**config.mk**
```make
export PLATFORM = sky130hd
export DESIGN_NAME = usr_burst
export DESIGN_NICKNAME = d
export VERILOG_FILES = /design/src/rtl/usr_burst.sv
export SDC_FILE = /design/constraint.sdc
export NUM_CORES = 1
export LEC_CHECK = 0
export ABC_AREA = 1
export CAP_MARGIN = 20
export CORE_ASPECT_RATIO = 1.5
export CORE_MARGIN = 1.5
export CORE_UTILIZATION = 55
export CTS_CLUSTER_DIAMETER = 40
export DETAILED_ROUTE_END_ITERATION = 12
export PLACE_DENSITY = 0.85
export SYNTH_ARGS = -nofsm -noshare
export SYNTH_HDL_FRONTEND = slang
export SYNTH_SLANG_ARGS = --single-unit
```
**constraint.sdc**
```tcl
create_clock -name clk -period 5.29 [get_ports clk]
set_clock_uncertainty 0.1 [all_clocks]
set_input_delay 1.3225 -clock clk [delete_from_list [all_inputs] [get_ports clk]]
set_output_delay 1.3225 -clock clk [all_outputs]
set_load 0.05 [all_outputs]
```
**src/rtl/usr_burst.sv**
```systemverilog
// usr_burst: parametrised universal shift register with an op-coded burst engine.
//
// One start pulse runs one whole operation. The operation is LOAD, CLR, HOLD,
// or a shift/rotate of amt steps taken one per clock. The busy/done handshake
// lets a controller sequence bursts back to back.
//
// Ports:
//   clk    - rising-edge clock
//   rst    - asynchronous, active-low reset
//   start  - operation request, sampled only in IDLE
//   op     - operation code, sampled with start
//            (0 HOLD, 1 LOAD, 2 SHL, 3 SHR, 4 ROL, 5 ROR, 6 ASR, 7 CLR)
//   amt    - number of shift steps, sampled with start
//   pin    - parallel load data, sampled with start
//   sin_r  - serial input into bit 0 on SHL, used live at every step
//   sin_l  - serial input into bit N-1 on SHR, used live at every step
//   pout   - register contents
//   sout_l - pout[N-1]
//   sout_r - pout[0]
//   busy   - high while the engine is not idle
//   done   - one-cycle pulse in the final cycle of an operation
module usr_burst #(
  parameter int N     = 8,
  parameter int CNT_W = 4
) (
  input  logic             clk,
  input  logic             rst,
  input  logic             start,
  input  logic [2:0]       op,
  input  logic [CNT_W-1:0] amt,
  input  logic [N-1:0]     pin,
  input  logic             sin_r,
  input  logic             sin_l,
  output logic [N-1:0]     pout,
  output logic             sout_l,
  output logic             sout_r,
  output logic             busy,
  output logic             done
);

  localparam logic [2:0] OP_HOLD = 3'd0;
  localparam logic [2:0] OP_LOAD = 3'd1;
  localparam logic [2:0] OP_SHL  = 3'd2;
  localparam logic [2:0] OP_SHR  = 3'd3;
  localparam logic [2:0] OP_ROL  = 3'd4;
  localparam logic [2:0] OP_ROR  = 3'd5;
  localparam logic [2:0] OP_ASR  = 3'd6;
  localparam logic [2:0] OP_CLR  = 3'd7;

  typedef enum logic [1:0] {IDLE, RUN, DONE} state_t;

  state_t           state, state_next;
  logic [N-1:0]     reg_q, reg_next;
  logic [CNT_W-1:0] cnt, cnt_next;
  logic [2:0]       op_q, op_next;
  logic [2:0]       step_op;
  logic [N-1:0]     stepped;
  logic             start_is_shift;

  // One step of a shift or rotate. Non-shift codes return the value unchanged.
  function automatic logic [N-1:0] shift_step(input logic [2:0] code,
                                              input logic [N-1:0] v,
                                              input logic sr,
                                              input logic sl);
    logic [N-1:0] r;
    r = v;
    case (code)
      OP_SHL:  r = {v[N-2:0], sr};
      OP_SHR:  r = {sl, v[N-1:1]};
      OP_ROL:  r = {v[N-2:0], v[N-1]};
      OP_ROR:  r = {v[0], v[N-1:1]};
      OP_ASR:  r = {v[N-1], v[N-1:1]};
      default: r = v;
    endcase
    return r;
  endfunction

  // State, data register, step counter and latched op. Reset aborts any
  // burst immediately.
  always_ff @(posedge clk or negedge rst) begin
    if (!rst) begin
      state <= IDLE;
      reg_q <= '0;
      cnt   <= '0;
      op_q  <= OP_HOLD;
    end else begin
      state <= state_next;
      reg_q <= reg_next;
      cnt   <= cnt_next;
      op_q  <= op_next;
    end
  end

  // Next-state logic. The first step of a burst is taken on the start edge
  // itself, using the live op. The remaining steps use the latched op.
  always_comb begin
    state_next     = state;
    reg_next       = reg_q;
    cnt_next       = cnt;
    op_next        = op_q;
    step_op        = (state == IDLE) ? op : op_q;
    stepped        = shift_step(step_op, reg_q, sin_r, sin_l);
    start_is_shift = (op >= OP_SHL) && (op <= OP_ASR) && (amt != '0);

    case (state)
      IDLE: begin
        if (start) begin
          op_next = op;
          if (start_is_shift) begin
            reg_next   = stepped;
            cnt_next   = amt - CNT_W'(1);
            state_next = (amt == CNT_W'(1)) ? DONE : RUN;
          end else begin
            if (op == OP_LOAD) begin
              reg_next = pin;
            end else if (op == OP_CLR) begin
              reg_next = '0;
            end
            cnt_next   = '0;
            state_next = DONE;
          end
        end
      end
      RUN: begin
        // RUN is only entered with cnt >= 1, so this cannot underflow.
        reg_next = stepped;
        cnt_next = cnt - CNT_W'(1);
        if (cnt == CNT_W'(1)) begin
          state_next = DONE;
        end
      end
      DONE: begin
        cnt_next   = '0;
        state_next = IDLE;
      end
      default: begin
        state_next = IDLE;
      end
    endcase
  end

  assign pout   = reg_q;
  assign sout_l = reg_q[N-1];
  assign sout_r = reg_q[0];
  assign busy   = (state != IDLE);
  assign done   = (state == DONE);

endmodule

```
Word-level counts from Yosys, hierarchy flattened --
Index checks and enable logic that the tools add are counted.
Cells by class: muxes and demuxes 15, reduce and logical (&&, ||, !) cells 11, order comparisons 2, equality and inequality tests 14, add/sub/neg operators 2
Operators by type and width (count):
- $pmux W8 S5 | 1
- $mux W8 | 4
- $pmux W8 S2 | 1
- $eq A3 B3 Y1 const B | 4
- $pmux W4 S3 | 1
- $eq A4 B1 Y1 const B | 2
- $mux W2 | 4
- $mux W4 | 2
- $sub A4 B1 Y4 const B | 2
- $eq A3 B2 Y1 const B | 2
- $reduce_and A2 Y1 | 3
- $ne A2 B2 Y1 const B | 2
- $ne A4 B2 Y1 const B | 1
- $pmux W2 S2 | 1
- $reduce_bool A2 Y1 | 2
- $reduce_bool A4 Y1 | 1
- $eq A3 B1 Y1 const B | 1
- $ge A3 B2 Y1 const B | 1
- $le A3 B3 Y1 const B | 1
- $mux W3 | 1
- $reduce_and A3 Y1 | 1
- $reduce_bool A3 Y1 | 1
- $eq A2 B1 Y1 const B | 1
- $eq A2 B2 Y1 const B | 1
- other kinds (2) | 3
Storage, ports and cells: input bits 20, output and inout port bits 12, flip-flop bits (word level) 17

Logic depth before layout (Yosys ltp) --
word-level depth 7, depth in mapped cells 15

Least setup slack after synthesis --
No wires, ideal clock.
kind in2reg, start input port amt[0], end register reg_q[6], in the netlist pout[6], buffers on the path 0, arrival 2273 ps, slack 2799 ps, library setup time 118 ps, data required time 5072 ps, stages 10, cell sequence inv_1 > ha_1 > nand2_1 > nand3_2 > nand2_1 > inv_1 > nor2_1 > nand2_1 > nand2_1 > nand2_1
On the way: cells in the longest elaborated chain, start to end 5, elaborated cells between the ends (all ways) 7, those cells by class eq/ne (1); mux (3); reduce/logical (3)
Ends and longest elaborated chain:
- from (decl) | RTL line 30 | input logic [CNT_W-1:0] amt,
- $reduce_bool A4 Y1 (*) | RTL line 103 | start_is_shift = (op >= OP_SHL) && (op <= OP_ASR) && (amt != '0);
- $logic_and A1 B1 Y1 (*) | RTL line 103
- $mux W8 | RTL line 109 | if (start_is_shift) begin
- $mux W8 | RTL line 107 | if (start) begin
- $pmux W8 S2 | RTL line 105 | case (state)
- to (signal assigned) | RTL line 88 | reg_q <= reg_next;
- to (decl) | RTL line 53 | logic [N-1:0] reg_q, reg_next;
Every way passes the cells marked *; elsewhere a longest branch is shown, timed or not. The select of a mux whose other input is x is not followed. A chain may end at the register's enable or synchronous reset.

Worst setup path in the final report --
start register state[0], end output port busy
On the way: cells in the longest elaborated chain, start to end 1
Ends and longest elaborated chain:
- from (decl) | RTL line 52 | state_t state, state_next;
- from (signal assigned) | RTL line 87 | state <= state_next;
- $reduce_bool A2 Y1 | RTL line 145 | assign busy = (state != IDLE);
- to (decl) | RTL line 37 | output logic busy,
Every way passes these cells.

==> results.txt <==
- Cts hold-fix bufs: 0
- Setup violations remaining at the end of the flow were counted as 0.
* Most Crowded Layer GR: met2
* Clock buffers created by TritonCTS: 3
- For this run, the total global-route usage over all layers was measured as 25.4%.
- Counting distinct cell types in the post-synthesis netlist gives 29.
- From synthesis to final layout, the design area changed by 22.9%.
* Share of the clock period used by the worst path after layout: 66.4%
- Post-synthesis register bit count: 17
- Antenna Violating Nets Remaining: 0
- The worst setup path is launched from a register.
- Count of boundary I/O pins: 32
- Post-synthesis instance area: 1580 um^2
* Gr ovfl total: 0
* Number of clock sinks: 17
* Critical path origin: state[0]
* Minimum setup slack among reg-to-reg paths: 3130 ps
- Die W: 46.8 um
- The first global-routing pass estimated 5980 um of wire.
- H-tree level count: 1
- The critical path is of the register to output port type.
* Number of antenna violations at the first check in global routing: 0
- CTS placed an instance of sky130_fd_sc_hd__clkbuf_8 at the clock tree root.
* Hold Violations, Final: 0
- At the end of routability-driven placement, the weighted congestion stood at 0.841.
- Timing would allow up to 285 MHz.
- The min-delay analysis places its worst path in the category register to register.
* Async SR Flop Fraction: 100%
- Power per cell area: 629 nW/um^2
* Antenna fix cells: 0
* Endpoint of the most critical setup path: busy
- The analysis attributes to cell leakage a power of 0.00101 uW.
- Of the cells placed in the final design, the portion with a size suffix greater than 1 is 11.8%.
- No sink is reached through more buffers than the 2 on the longest clock path.
- The number of nets handed over by synthesis was 260.
* Routing usage on met2: 47.8%
- Vias after detailed routing: 1,542
* Synthesized area per cell: 6.85 um^2
* Rows: 23
* CTS tree: yes
- Via count of the first global-routing pass: 1,469
- The largest total area in the synthesized netlist belongs to sky130_fd_sc_hd__dfrtp_1.
* Core box area: 2710 um^2
- Number of cell instances on the worst register-to-register path: 11
- Fraction of post-synthesis cell area in the top cell type by area: 26.9%
- In the final design database the tool counted 292 nets.
- Top cells by area in the synthesized netlist: sky130_fd_sc_hd__dfrtp_1, sky130_fd_sc_hd__nand2_1, sky130_fd_sc_hd__ha_1
- Main flop type after synthesis: sky130_fd_sc_hd__dfrtp_1
* CP Capture Type: output port
- Largest voltage drop on the vdd net: 387 uV
- In this run the critical register-to-register path is launched from state[1].
- Half-perimeter wire length of the detailed placement result: 2840 um
* GRT met1 Usage: 28.1%
- Post-layout instance count excluding filler cells: 299
* Final WS setup: 1780 ps
* Worst relative slew slack: 44.4%
* First drt pass iteration count: 4
- Post-Route Setup TNS: 0 ps
- Number of I/O port buffers: 31
* Vias per cell: 5.16
* Critical Path RT: 3870 ps
* Wire length per cell after detailed routing: 12.1 um
* WHS Path Cells: 1
- In the routed design, unresolved DRC markers number 0.
- Worst setup slack after placement: 2040 ps
- Max-cap violations in this run came to 0.
* Clock slew at reported path FFs: 70 ps
* Sequential element share of the synthesized area: 26.9%
- Quantity of gates resized following cts: 0
- Y dimension of the die: 68.7 um
- Number of enable flip-flop cells after synthesis: 0
- The flow ran to the end, and the final reports show no timing, DRC or antenna violations.
* Worst Max-Slew Pin Slew: 831 ps
* Hold Crit Start: cnt[1]
- Placed Cells: 295
- The cell count after synthesis came out at 231.
- Unrepaired setup endpoints after global routing: false
* Starting DRT DRC Count: 48
* Count of fill cells added during filler insertion: 251
- During synthesis, Yosys emitted a total of 0 warnings.
* Critical Path AT: 2090 ps
- For this configuration, the core starts out at a cell density of 58.5%.
* Min Tclk post-route: 3510 ps
- After detailed routing, the total wire length is 3630 um.
- Met3 GRT Util: 2.86%
* Final Slew Violations: 0
* Die area: 3210 um^2
- Once the clock tree was built, the setup fixing pass inserted 0 buffers.
- Entering global routing, the biggest net connects 18 pins.
- Crit Path Max Fanout: 11
- Endpoint of the worst-slack reg-to-reg timing path: pout[5]
- Clock latency on the worst-skew pair: 250 ps
cell type report:
| class | count | area, um^2 | area share [%] |
|---|---|---|---|
| Inverter | 27 | 104 | 5.34 |
| Multi-Input combinational cell | 183 | 1010 | 52.0 |
| Clock inverter | 1 | 5.00 | 0.258 |
| Tap cell | 37 | 46.3 | 2.38 |
| Sequential cell | 17 | 425 | 21.9 |
| Clock buffer | 3 | 41.3 | 2.12 |
| Timing Repair Buffer | 31 | 310 | 16.0 |
per-layer routing:
layer | share of wire [%] | up-vias
met5 | 0 | -
met2 | 56 | 38
met4 | 1.5 | 0
li1 | - | 803
met3 | 2.6 | 7
met1 | 40 | 694
synth_stat cells, types with 2 or more instances:
cell type                   n
sky130_fd_sc_hd__nand4_1    4
sky130_fd_sc_hd__o21ai_1    5
sky130_fd_sc_hd__nand3_1   19
sky130_fd_sc_hd__buf_4      2
sky130_fd_sc_hd__nand3_2    2
sky130_fd_sc_hd__nor2_2     3
sky130_fd_sc_hd__nand2_4    9
sky130_fd_sc_hd__nand2_1   75
sky130_fd_sc_hd__o21bai_1   6
sky130_fd_sc_hd__dfrtp_1   17
sky130_fd_sc_hd__inv_1     25
sky130_fd_sc_hd__ha_1       9
sky130_fd_sc_hd__nand2_2    8
sky130_fd_sc_hd__o21ai_0   10
sky130_fd_sc_hd__a31oi_1    3
sky130_fd_sc_hd__nor2_1    17
sky130_fd_sc_hd__a21oi_1    5
where the power goes:
part           internal [uW]  total (uW)  switching (uW)
logic                    294         866             571
clock network           52.4         100            47.8
registers                191         256            64.0
cell families after synthesis:
family	synth area share [%]
compound gates	12.4
fa+ha+maj	7.12
flops	26.9
buf+inv	9.18
xor+xnor	1.11
simple gates	43.3
registers in the layout, summed over array words and instances, names as in the netlist:
signal  count
cnt         4
op_q        3
pout        8
state       2
layout by cell type, fill, tap and decap left out, types with 2 or more instances in the layout:
cell,n
sky130_fd_sc_hd__o21bai_1,6
sky130_fd_sc_hd__nand3_1,19
sky130_fd_sc_hd__dfrtp_1,17
sky130_fd_sc_hd__nor2_2,3
sky130_fd_sc_hd__a21oi_1,5
sky130_fd_sc_hd__clkdlybuf4s50_1,31
sky130_fd_sc_hd__clkbuf_8,3
sky130_fd_sc_hd__nand2_4,9
sky130_fd_sc_hd__nand3_2,2
sky130_fd_sc_hd__nand2_1,75
sky130_fd_sc_hd__inv_1,25
sky130_fd_sc_hd__o21ai_0,10
sky130_fd_sc_hd__ha_1,9
sky130_fd_sc_hd__a31oi_1,3
sky130_fd_sc_hd__nor2_1,17
sky130_fd_sc_hd__o21ai_1,5
sky130_fd_sc_hd__nand2_2,8
sky130_fd_sc_hd__nand4_1,4
metrics by stage:
| stage | hold WS [ps] | instance area, um^2 | power, uW | utilization (%) |
|---|---|---|---|---|
| 4_1_cts | 423 | 1940 | 1230 | 71.8 |
| 5_1_grt | 435 | 1940 | 1330 | 71.8 |
| 3_5_place_dp | 406 | 1900 | 1120 | 70.1 |
| 3_3_place_gp | 391 | 1900 | 1100 | 70.1 |
| 6_report | 418 | 1940 | 1220 | 71.8 |
| 2_1_floorplan | 375 | 1580 | 943 | - |
worst max-delay path: stages, from the launching register on:
cell,delay [ps]
sky130_fd_sc_hd__dfrtp_1,390
sky130_fd_sc_hd__inv_1,80
sky130_fd_sc_hd__ha_1,330
sky130_fd_sc_hd__inv_4,210
sky130_fd_sc_hd__clkdlybuf4s50_1,830
worst min path at each step:
| stage | end | slack (ps) |
|---|---|---|
| after floorplan | op_q[0] | 370 |
| after global placement | cnt[1] | 390 |
| after detailed placement | cnt[1] | 410 |
| after CTS | cnt[1] | 420 |
| after global routing | cnt[1] | 440 |
| final | cnt[1] | 420 |
Power figures use the tool's default switching activity.
